[src/rtl/ubcse_arbiter_pkg.sv]
// Shared types, defaults and helpers for the round-robin adder arbiter.
package ubcse_arbiter_pkg;

    localparam int NREQ_DEFAULT = 4;
    localparam int W_DEFAULT    = 10;

    typedef enum logic {
        EMPTY = 1'b0,
        FULL  = 1'b1
    } state_t;

    // First set bit of valid at or above ptr, wrapping at n.
    function automatic int rr_pick(
        input logic [7:0] valid,
        input int         ptr,
        input int         n
    );
        int win;
        int idx;
        win = 0;
        for (int k = 7; k >= 0; k--) begin
            if (k < n) begin
                idx = (ptr + k) % n;
                if (valid[3'(idx)]) win = idx;
            end
        end
        return win;
    endfunction

    // Carry-select block starts; block sizes run 1,1,2,3,3,4,4,...
    function automatic logic [63:0] blk_start_mask();
        logic [63:0] m;
        int pos;
        int len;
        m   = '0;
        pos = 0;
        for (int k = 0; k < 64; k++) begin
            if (pos < 64) m[6'(pos)] = 1'b1;
            len = (k < 2) ? 1 : (k + 1) / 2 + 1;
            pos = pos + len;
        end
        return m;
    endfunction

endpackage

[src/rtl/ubcse_arbiter_add_w.sv]
// Combinational W-bit carry-select adder producing a W+1 bit sum.
module ubcse_add_w
    import ubcse_arbiter_pkg::*;
#(
    parameter int W = W_DEFAULT
) (
    input  logic [W-1:0] i_a,
    input  logic [W-1:0] i_b,
    input  logic         i_cin,
    output logic [W:0]   o_s
);

    localparam logic [63:0] START = blk_start_mask();

    logic [W-1:0] w_sum;
    logic         w_c;
    logic         w_cb;
    logic         w_r0;
    logic         w_r1;
    logic         w_p;

    // Each block ripples for both carry-in values; the real carry selects.
    always_comb begin
        w_sum = '0;
        w_c   = i_cin;
        w_cb  = i_cin;
        w_r0  = 1'b0;
        w_r1  = 1'b1;
        w_p   = 1'b0;
        for (int i = 0; i < W; i++) begin
            if (START[i]) begin
                w_r0 = 1'b0;
                w_r1 = 1'b1;
                w_cb = w_c;
            end
            w_p      = i_a[i] ^ i_b[i];
            w_sum[i] = w_cb ? (w_p ^ w_r1) : (w_p ^ w_r0);
            w_r0     = (i_a[i] & i_b[i]) | (w_p & w_r0);
            w_r1     = (i_a[i] & i_b[i]) | (w_p & w_r1);
            if (i == W - 1 || START[i+1]) w_c = w_cb ? w_r1 : w_r0;
        end
    end

    assign o_s = {w_c, w_sum};

endmodule

[src/rtl/ubcse_arbiter.sv]
// Round-robin arbiter sharing one adder among NREQ requesters.
// Optional carry-in port enabled by macro UBCSE_ARB_CIN_EN.
module ubcse_arbiter
    import ubcse_arbiter_pkg::*;
#(
    parameter int NREQ = NREQ_DEFAULT,
    parameter int W    = W_DEFAULT
) (
    input  logic                     clk,
    input  logic                     rst_n,
    input  logic [NREQ-1:0]          req_valid,
    output logic [NREQ-1:0]          req_ready,
    input  logic [NREQ*W-1:0]        req_x,
    input  logic [NREQ*W-1:0]        req_y,
`ifdef UBCSE_ARB_CIN_EN
    input  logic [NREQ-1:0]          req_cin,
`endif
    output logic                     rsp_valid,
    input  logic                     rsp_ready,
    output logic [W:0]               rsp_sum,
    output logic [$clog2(NREQ)-1:0]  rsp_id
);

    localparam int IW = $clog2(NREQ);

    state_t          r_state;
    state_t          w_state_nxt;
    logic [IW-1:0]   r_ptr;
    logic [IW-1:0]   r_id;
    logic [W:0]      r_sum;

    logic            w_grant;
    logic [IW-1:0]   w_win;
    logic [NREQ-1:0] w_ready;
    logic [W-1:0]    w_x;
    logic [W-1:0]    w_y;
    logic            w_cin;
    logic [W:0]      w_s;

    assign w_grant = rst_n && (|req_valid)
                  && (r_state == EMPTY || rsp_ready);
    assign w_win   = IW'(rr_pick(8'(req_valid), int'(r_ptr), NREQ));

    always_comb begin
        w_ready = '0;
        if (w_grant) w_ready[w_win] = 1'b1;
    end

    assign req_ready = w_ready;

    // One-hot operand mux driven directly by the grant vector.
    always_comb begin
        w_x   = '0;
        w_y   = '0;
        w_cin = 1'b0;
        for (int i = 0; i < NREQ; i++) begin
            if (w_ready[i]) begin
                w_x = w_x | req_x[i*W +: W];
                w_y = w_y | req_y[i*W +: W];
`ifdef UBCSE_ARB_CIN_EN
                w_cin = w_cin | req_cin[i];
`endif
            end
        end
    end

    ubcse_add_w #(.W(W)) u_add (
        .i_a   (w_x),
        .i_b   (w_y),
        .i_cin (w_cin),
        .o_s   (w_s)
    );

    always_comb begin
        w_state_nxt = r_state;
        if (w_grant)
            w_state_nxt = FULL;
        else if (r_state == FULL && rsp_ready)
            w_state_nxt = EMPTY;
    end

    always_ff @(posedge clk) begin
        if (!rst_n) begin
            r_state <= EMPTY;
            r_ptr   <= '0;
            r_id    <= '0;
            r_sum   <= '0;
        end else begin
            r_state <= w_state_nxt;
            if (w_grant) begin
                r_ptr <= (w_win == IW'(NREQ - 1)) ? '0 : w_win + IW'(1);
                r_id  <= w_win;
                r_sum <= w_s;
            end
        end
    end

    assign rsp_valid = (r_state == FULL);
    assign rsp_sum   = r_sum;
    assign rsp_id    = r_id;

endmodule

[config.mk]
export PLATFORM = sky130hd
export DESIGN_NAME = ubcse_arbiter
export DESIGN_NICKNAME = d
export VERILOG_FILES = /design/src/rtl/ubcse_arbiter_pkg.sv /design/src/rtl/ubcse_arbiter_add_w.sv /design/src/rtl/ubcse_arbiter.sv
export SDC_FILE = /design/constraint.sdc
export NUM_CORES = 1
export LEC_CHECK = 0
export ABC_AREA = 1
export CAP_MARGIN = 20
export CELL_PAD_IN_SITES_DETAIL_PLACEMENT = 1
export CELL_PAD_IN_SITES_GLOBAL_PLACEMENT = 2
export CORE_ASPECT_RATIO = 2
export CORE_UTILIZATION = 17
export DETAILED_ROUTE_END_ITERATION = 10
export GPL_TIMING_DRIVEN = 0
export PLACE_DENSITY = 0.81
export SLEW_MARGIN = 5
export SYNTH_ARGS = -nofsm -noshare
export SYNTH_HDL_FRONTEND = slang
export SYNTH_SLANG_ARGS = --single-unit
[constraint.sdc]
create_clock -name clk -period 7.7 [get_ports clk]
set_input_delay 1.54 -clock clk [delete_from_list [all_inputs] [get_ports clk]]
set_output_delay 1.54 -clock clk [all_outputs]
set_load 0.1 [all_outputs]
* Word level (Yosys, flattened, before mapping)
Index checks and enable logic that the tools add are counted.
W data, S select, Z words.
** Cells by class
- Add/sub/neg operators :: 4
- $lt $le $gt $ge :: 6
- Equality and inequality tests :: 1
- Multiplexer cells :: 42
- Bitwise logic cells :: 68
- Reduce and logical (&&, ||, !) cells :: 10
** Operators with widths (number)
- $mux W10 :: 8
- $or A10 B10 Y10 :: 6
- $mux W1 :: 23
- $and A1 B1 Y1 :: 20
- $xor A1 B1 Y1 :: 20
- $lt A3 B5 Y1 const B :: 3
- $or A1 B1 Y1 :: 14
- $mux W2 :: 5
- $bmux W1 S3 :: 3
- $reduce_or A2 Y1 :: 3
- $not A1 Y1 :: 5
- $add A2 B1 Y2 const B :: 2
- $add A2 B2 Y2 const B :: 2
- $logic_and A1 B1 Y1 :: 4
- $lt A2 B4 Y1 const B :: 1
- $mux W4 :: 1
- $reduce_or A4 Y1 :: 1
- $and A1 B1 Y1 const A :: 3
- $lt A2 B3 Y1 const B :: 1
- $bmux W1 S2 :: 1
- $demux W1 S2 :: 1
- $eq A2 B2 Y1 const B :: 1
- $ge A2 B1 Y1 const B :: 1
- $reduce_bool A2 Y1 :: 1
- $logic_or A1 B1 Y1 :: 1
** Word-level totals
- Flip-flop bits (word level) :: 16
- Output and inout bits :: 18
- Logic and storage cells :: 135

* Longest topological paths before layout
Gate-level depths: netlist of the first run.
- Depth after elaboration :: 30
- Mapped depth :: 32

* Cells and area by module
Synthesis of the first run repeated with hierarchy kept, for this count alone.
** Unflattened totals
- Cells, all modules :: 292
- Area, all modules :: 1780.5 µm²
** By module, submodules not included
- ubcse_arbiter :: instances 1, cells an instance 232, area each 1345.0 µm²
- ubcse_add_w :: instances 1, cells an instance 60, area each 435.4 µm²

* Least setup slack after synthesis of the first run
No wires, ideal clock.
- Path kind :: input-to-reg
- Start :: input port req_valid[1]
- End :: register r_sum[9], in the netlist rsp_sum[9]
- Library setup time :: 0.119 ns
- Arrival time :: 6.199 ns
- Path slack :: 1.382 ns
- Stages :: 28
- Cells stage by stage :: clkinv_1 o21ai_0 nand2_1 nand3_1 nand3_1 nand2_1 inv_1 ha_1 inv_1 nor2_2 buf_4 buf_4 nand2_1 nand4_1 ha_1 o21ai_0 o21ai_0 fa_1 nor2_1 a21oi_1 fa_1 fa_1 nor2_1 a21oi_1 fa_1 fa_1 nand2_1 nand2_1
** On the way
- Longest elaborated chain between the ends :: 27
** RTL lines
- start: declaration :: RTL line ubcse_arbiter.sv:11 : input logic [NREQ-1:0] req_valid,
- $bmux W1 S3 :: RTL line ubcse_arbiter_pkg.sv:24 : if (valid[3'(idx)]) win = idx;
- $mux W1 (not written as such) (2 in a row) :: RTL line ubcse_arbiter_pkg.sv:24
- $mux W2 (3 in a row) :: RTL line ubcse_arbiter_pkg.sv:24
- $mux W2 (*) :: RTL line ubcse_arbiter_pkg.sv:24
- named net w_win[0] :: RTL line ubcse_arbiter.sv:33 : logic [IW-1:0] w_win;
- $lt A2 B3 Y1 (not written as such) / $ge A2 B1 Y1 (equally long branches) :: RTL line ubcse_arbiter.sv:46 : if (w_grant) w_ready[w_win] = 1'b1;
- $logic_and A1 B1 Y1 (not written as such) :: RTL line ubcse_arbiter.sv:46
- $mux W1 (not written as such) :: RTL line ubcse_arbiter.sv:46
- [2 not listed]
- named net req_ready[0] :: RTL line ubcse_arbiter.sv:12 : output logic [NREQ-1:0] req_ready,
- [8 not listed]
- $or A1 B1 Y1 :: RTL line ubcse_arbiter_add_w.sv:39 : w_r1 = (i_a[i] & i_b[i]) | (w_p & w_r1);
- $and A1 B1 Y1 :: RTL line ubcse_arbiter_add_w.sv:39
- $or A1 B1 Y1 :: RTL line ubcse_arbiter_add_w.sv:39
- $and A1 B1 Y1 :: RTL line ubcse_arbiter_add_w.sv:39
- $or A1 B1 Y1 :: RTL line ubcse_arbiter_add_w.sv:39
- $mux W1 :: RTL line ubcse_arbiter_add_w.sv:40 : if (i == W - 1 || START[i+1]) w_c = w_cb ? w_r1 : w_r0;
- $mux W1 (*) :: RTL line ubcse_arbiter_add_w.sv:37 : w_sum[i] = w_cb ? (w_p ^ w_r1) : (w_p ^ w_r0);
- named net u_add.o_s[9] :: RTL line ubcse_arbiter_add_w.sv:10 : output logic [W:0] o_s
- end signal: assignment :: RTL line ubcse_arbiter.sv:93 : r_sum <= w_s;
- end: declaration :: RTL line ubcse_arbiter.sv:30 : logic [W:0] r_sum;
Mark *: on every way through the listed nets, which the timed path passes. The rest lies on a longest branch. The select of a mux whose other input is x is not followed.
A chain may end at the register's enable or synchronous reset.

* Worst setup path after layout of the first run
- Start :: input port req_valid[1]
- End :: register r_sum[9], in the netlist rsp_sum[9]
** On the way
- Longest elaborated chain between the ends :: 27
** RTL lines (RTL line)
- $bmux W1 S3 :: ubcse_arbiter_pkg.sv:24
- $mux W1 (not written as such) (2 in a row) :: ubcse_arbiter_pkg.sv:24
- $mux W2 (3 in a row) :: ubcse_arbiter_pkg.sv:24
- $mux W2 (*) :: ubcse_arbiter_pkg.sv:24
- named net w_win[1] :: ubcse_arbiter.sv:33
- $lt A2 B3 Y1 (not written as such) / $ge A2 B1 Y1 (equally long branches) :: ubcse_arbiter.sv:46
- $logic_and A1 B1 Y1 (not written as such) :: ubcse_arbiter.sv:46
- $mux W1 (not written as such) :: ubcse_arbiter.sv:46
- [10 not listed]
- $or A1 B1 Y1 :: ubcse_arbiter_add_w.sv:39
- $and A1 B1 Y1 :: ubcse_arbiter_add_w.sv:39
- $or A1 B1 Y1 :: ubcse_arbiter_add_w.sv:39
- $and A1 B1 Y1 :: ubcse_arbiter_add_w.sv:39
- $or A1 B1 Y1 :: ubcse_arbiter_add_w.sv:39
- $mux W1 :: ubcse_arbiter_add_w.sv:40
- $mux W1 (*) :: ubcse_arbiter_add_w.sv:37
- named net u_add.o_s[9] :: ubcse_arbiter_add_w.sv:10
Marks and branches as above.

==> results.cfg, run 1 <==
[outcome]
status = finished, final reports clean

[floorplanning]
start_util = 0.177
die_width_um = 72.1
core_area_mm2 = 0.00945
dieArea_mm2 = 0.0103
io-pin-count = 105
row_count = 50
die_height_um = 142

[yosys]
netlist_instances = 280
synthTopCellsByCount = nand2_1 (119), inv_1 (24), nand3_1 (17)
synth_top_family_by_area = simple AND/OR/NAND/NOR gates
ys_seq_area_frac = 0.191
synth_flop_cell = dfxtp_1
synth-compound-area-share = 0.0696
syn_area_mm2 = 0.00167
synth-simple-area-share = 0.441
synthXorXnorAreaFrac = 0.0209
synth_edf_count = 0
synth_most_common_cell = nand2_1
syn-num-nets = 385
ys_top_cells_by_area = nand2_1 (27%), dfxtp_1 (19%), ha_1 (9.7%)
synth_top_area_cell = nand2_1
synth_top_area_frac = 0.267
async_reset_ff_frac = 0
synthAdderAreaFrac = 0.157
synthMuxAreaShare = 0
synth-warning-count = 0
synth_seq_cells = 16
synth_area_per_cell_um2 = 5.97
synth_cell_types = 22

[cts]
cts_resized = 0
htree_num_levels = 1
post_cts_buffers = 0
clkTransAtPathRegs_ns = 0.05
cts_tree = built
cts_made_buffers = 3
cts_root_buf = clkbuf_16
cts_sinks = 16
insertion_delay_ns = 0.25
holdBufCountCts = 0
clockBufferDepth = 2

[worst_setup_path]
worstPathRequired_ns = 7.84
endpoint_kind = register
ff2ff_path_depth = 27
cp.arrival_ns = 7.24
crit_type = primary input to register
worstPathMaxFanout = 10
start_kind = primary input

[timing]
worst_slew_pin_slew_ns = 1.03
finalClockSkew_ns = 0.00134
period_share = 0.923
fmax_mhz = 141
slew_viol_final = 0
hold_violations = 0
rsz0062_at_grt = false
finalSetupViolCount = 0
slew_headroom = 0.310
fin_crit_ns = 7.10
finalSetupTns_ns = 0

[pwr]
comb_power_share = 0.686
switchingPower_mw = 0.396
power_mw = 0.747
clockPowerShare = 0.148
switching_share = 0.530
p_leak_nw = 1.33
peakVddDrop_mv = 0.0985
p_int_mw = 0.351
powerDensity_mw_per_mm2 = 252
p_seq_frac = 0.166

[grt]
grt_pass1_wl_mm = 10.4
grt_max_degree = 11
grt_pass1_vias = 2235
grt_overflow = 0
grt_usage = 0.131
antenna_found_initial = 0

[worst_hold_path]
hold_class = register to register
whs_path_depth = 2

[detailed_routing]
ant_nets = 0
wl_mm = 6.70
viasPerCell = 4.14
drc = 0
detail_route.iter0.violations = 41
vias = 2150
wl_per_cell_um = 12.9
dr.pass1.iters = 4

[placed_design]
gp_congestion = 0.803
dpl.hpwl_mm = 5.94
numPortBuffers = 104

[final_layout]
nNetsFinal = 494
multi_input_area_mm2 = 0.00115
drive_gt1_frac = 0.0696
fillers = 1184
syn2layout_area_growth_pct = 77.4
regArea_um2 = 320

[flow_run]
cap_violations = 0
-- metrics by stage --
stage / util / hold WS [ns] / setup slack (ns) / cell area [µm²] / std cells
3_3_place_gp: 0.305 / 0.459 / 0.338 / 2880 / 514
4_1_cts: 0.314 / 0.474 / 0.488 / 2970 / 518
3_5_place_dp: 0.305 / 0.466 / 0.237 / 2880 / 514
5_1_grt: 0.314 / 0.502 / 0.126 / 2970 / 518
6_report: 0.314 / 0.468 / 0.596 / 2970 / 519
2_1_floorplan: - / 0.542 / 1.38 / 1670 / 280
-- cells by family (layout without fill, tap and decap cells) --
logic type	after synthesis	after routing
fa+ha+maj	18	18
xor+xnor	4	4
other cells	0	1
compound gates	23	23
simple gates	175	175
buf+inv	44	152
flops	16	16
-- sequential cells by signal, summed over array words and instances (netlist names) --
name       count
rsp_valid      1
rsp_id         2
r_ptr          2
rsp_sum       11
-- worst max-delay path: stages --
cell and delay, ns:
clkdlybuf4s50_1 0.47, clkinv_1 0.10, nand2_1 0.10, nand3_1 0.12, and3_1 0.17, o21ai_0 0.41
inv_1 0.14, ha_1 0.22, nand2_2 0.14, inv_2 0.10, buf_4 0.19, nand2_1 0.07
nand4_1 0.12, ha_1 0.25, o21ai_0 0.33, o21ai_0 0.17, fa_1 0.44, nor2_1 0.11
a21oi_1 0.07, fa_1 0.39, fa_1 0.45, nor2_1 0.12, a21oi_1 0.08, fa_1 0.39
fa_1 0.44, nand2_1 0.08, nand2_1 0.04
-- power groups by stage --
stage | sequential, mW | clock [mW] | combinational, mW
final | 0.124 | 0.111 | 0.513
after global routing | 0.127 | 0.117 | 0.553
after CTS | 0.124 | 0.113 | 0.523
after global placement | 0.125 | 0 | 0.510
after detailed placement | 0.126 | 0 | 0.522
after floorplan | 0.289 | 0 | 0.196
-- layout make-up --
class / instances / share of cell area
antenna: 1 / 0.000843
multi-input combinational: 220 / 0.388
tap: 130 / 0.0548
clock buffer: 4 / 0.0299
inverter: 33 / 0.0417
sequential: 16 / 0.108
timing repair buffer: 104 / 0.351
buffer: 11 / 0.0257
-- per-layer routing --
metal | vias up | global-route usage | share of wire | routed length [µm]
met3 | 5 | 0.0113 | 0.026 | 177
met1 | 995 | 0.123 | 0.35 | 2340
met5 | - | 0 | 0 | 0
met4 | 0 | 0.0382 | 0.0097 | 65
li1 | 1099 | - | - | -
met2 | 51 | 0.278 | 0.62 | 4120
-- cells in the final DEF (no fill, tap or decap) --
| cell | instances |
|---|---|
| nor2_1 | 15 |
| clkdlybuf4s50_1 | 104 |
| o21ai_0 | 15 |
| nand2_1 | 119 |
| xor2_1 | 2 |
| clkbuf_8 | 1 |
| diode_2 | 1 |
| inv_1 | 24 |
| clkinv_1 | 1 |
| fa_1 | 5 |
| a31oi_1 | 1 |
| buf_6 | 2 |
| nand4_1 | 16 |
| xnor2_1 | 2 |
| clkbuf_16 | 3 |
| nand3_1 | 17 |
| buf_4 | 5 |
| nand2_2 | 6 |
| and3_1 | 1 |
| inv_2 | 8 |
| buf_2 | 1 |
| nor2_2 | 1 |
| ha_1 | 13 |
| a21oi_1 | 7 |
| clkbuf_1 | 3 |
| dfxtp_1 | 16 |
-- worst paths after layout --
| kind | from | to | slack, ns |
|---|---|---|---|
| setup / recovery | req_valid[1] | rsp_sum[9] | 0.60 |
| hold / removal | rsp_sum[5] | rsp_sum[5] | 0.47 |
| setup reg to reg | r_ptr[1] | rsp_sum[9] | 1.88 |
| hold reg to reg | rsp_sum[5] | rsp_sum[5] | 0.47 |
(Power assumes the default switching activity.)
==> inputs of run 2 (changes only) <==
CORE_ASPECT_RATIO = 1.2   (was 2)
==> run 2 against run 1 <==
Utilization shrank 0.50 points; die area down 0.22%; flip-flop and latch count did not move; first-iteration DRC count grew 29%; largest cell class unchanged; critical endpoint unchanged; hold slack got worse by 0.0027 ns; combinational power about the same; power increased by 0.39%.
==> results.cfg, run 2 (same netlist as run 1, synthesis figures left out) <==
[final_layout]
nNetsFinal = 494
fin_area_mm2 = 0.00296
syn2layout_area_growth_pct = 76.7
fin_cells = 511
drive_gt1_frac = 0.0696
regArea_um2 = 320
largest_register_ffs = 11
fillers = 1224
layout_commonest_cell = nand2_1
multi_input_area_mm2 = 0.00115
n_antenna_cell = 0
layout_common_cells = nand2_1 (119), clkdlybuf4s50_1 (104), inv_1 (24), nand3_1 (17)
final_util = 0.309

[detailed_routing]
drc = 0
viasPerCell = 4.14
dr.pass1.iters = 4
ant_nets = 0
detail_route.iter0.violations = 53
wl_mm = 6.44
wl_per_cell_um = 12.6
vias = 2114

[timing]
finalSetupViolCount = 0
timing.hold.ws_ns = 0.466
worst_slew_pin_slew_ns = 1.01
slew_viol_final = 0
fmax_mhz = 140
slew_headroom = 0.322
fin_crit_ns = 7.15
hold_violations = 0
finalSetupTns_ns = 0
setup_slack_ns = 0.547
rsz0062_at_grt = false
period_share = 0.929
finalClockSkew_ns = 0.00249

[placed_design]
dpl_cell_area_mm2 = 0.00287
gp_congestion = 0.759
dp.cells = 507
preCtsSetupSlack_ns = 0.296
numPortBuffers = 104
dpl.hpwl_mm = 5.55

[cts]
cts_tree = built
cts_root_buf = clkbuf_16
cts_resized = 0
htree_num_levels = 1
insertion_delay_ns = 0.25
clkTransAtPathRegs_ns = 0.05
cts_sinks = 16
holdBufCountCts = 0
clockBufferDepth = 2
cts_made_buffers = 3
post_cts_buffers = 0

[worst_hold_path]
hold_class = register to register
min_from = rsp_sum[5]

[worst_setup_path]
r2r-start = r_ptr[1]
crit_type = primary input to register
crit_path_max_incr_delay_ns = 0.46
start_kind = primary input
worstPathMaxFanout = 10
startpoint = req_valid[1]
cp.arrival_ns = 7.29
endpoint_kind = register
worstPathRequired_ns = 7.84
crit_slowest_cell = clkdlybuf4s50_1

[grt]
grt_pass1_wl_mm = 10.6
antenna_found_initial = 0
grt_max_degree = 11
grt_pass1_vias = 2218
grt_usage = 0.130
grt_overflow = 0

[pwr]
power_mw = 0.750
p_leak_nw = 1.33
powerDensity_mw_per_mm2 = 254
peakVddDrop_mv = 0.115

[floorplanning]
io-pin-count = 105
core_area_mm2 = 0.00956
die_width_um = 92.6
die_height_um = 111
row_count = 39
start_util = 0.175
dieArea_mm2 = 0.0102

[outcome]
status = finished, final reports clean

[flow_run]
cap_violations = 0
run 2: cell types whose count changed in the layout (fill, tap and decap cells not counted), sizes merged:
cell and change:
diode -1
run 2: worst max-delay path: cells and delay by family:
| family | cells | cell delay (ns) |
|---|---|---|
| AOI/OAI and AO/OA | 5 | 0.97 |
| buffers and inverters | 6 | 1.09 |
| adders and majority gates | 7 | 2.55 |
| and+or+nand+nor | 11 | 1.14 |
run 2: worst paths after layout:
| kind | endpoint | slack [ns] | cells past startpoint |
|---|---|---|---|
| worst max-delay path | rsp_sum[9] | 0.55 | 29 |
| worst min-delay path | rsp_sum[5] | 0.47 | 2 |
| worst max register to register | rsp_sum[9] | 1.93 | 27 |
| worst min register to register | rsp_sum[5] | 0.47 | 2 |
run 2: per-layer routing:
layer  track usage  wire length (µm)  vias up
met5             0                 0        -
met4        0.0344                70        0
met3       0.00754               183        5
met2         0.246              3460       48
met1         0.156              2730      967
li1              -                 -     1094
run 2: layout make-up:
cell class	instances	share of cell area
well taps	123	0.0521
clock buffers	4	0.0300
inverters	33	0.0419
plain buffers	11	0.0258
repair buffers	104	0.352
multi-input cells	220	0.390
flip-flops and latches	16	0.108
run 2: power breakdown:
| group | switching [mW] | leakage [nW] | internal (mW) | total (mW) |
|---|---|---|---|---|
| registers | 0.0151 | 0.132 | 0.108 | 0.124 |
| logic | 0.351 | 1.15 | 0.164 | 0.515 |
| clock network | 0.0330 | 0.0442 | 0.0789 | 0.112 |
==> inputs of run 3 (changes only) <==
CAP_MARGIN = default   (was 20)
==> results of run 3 <==
No change in the layout: final DEF, timing and power equal those of run 2.
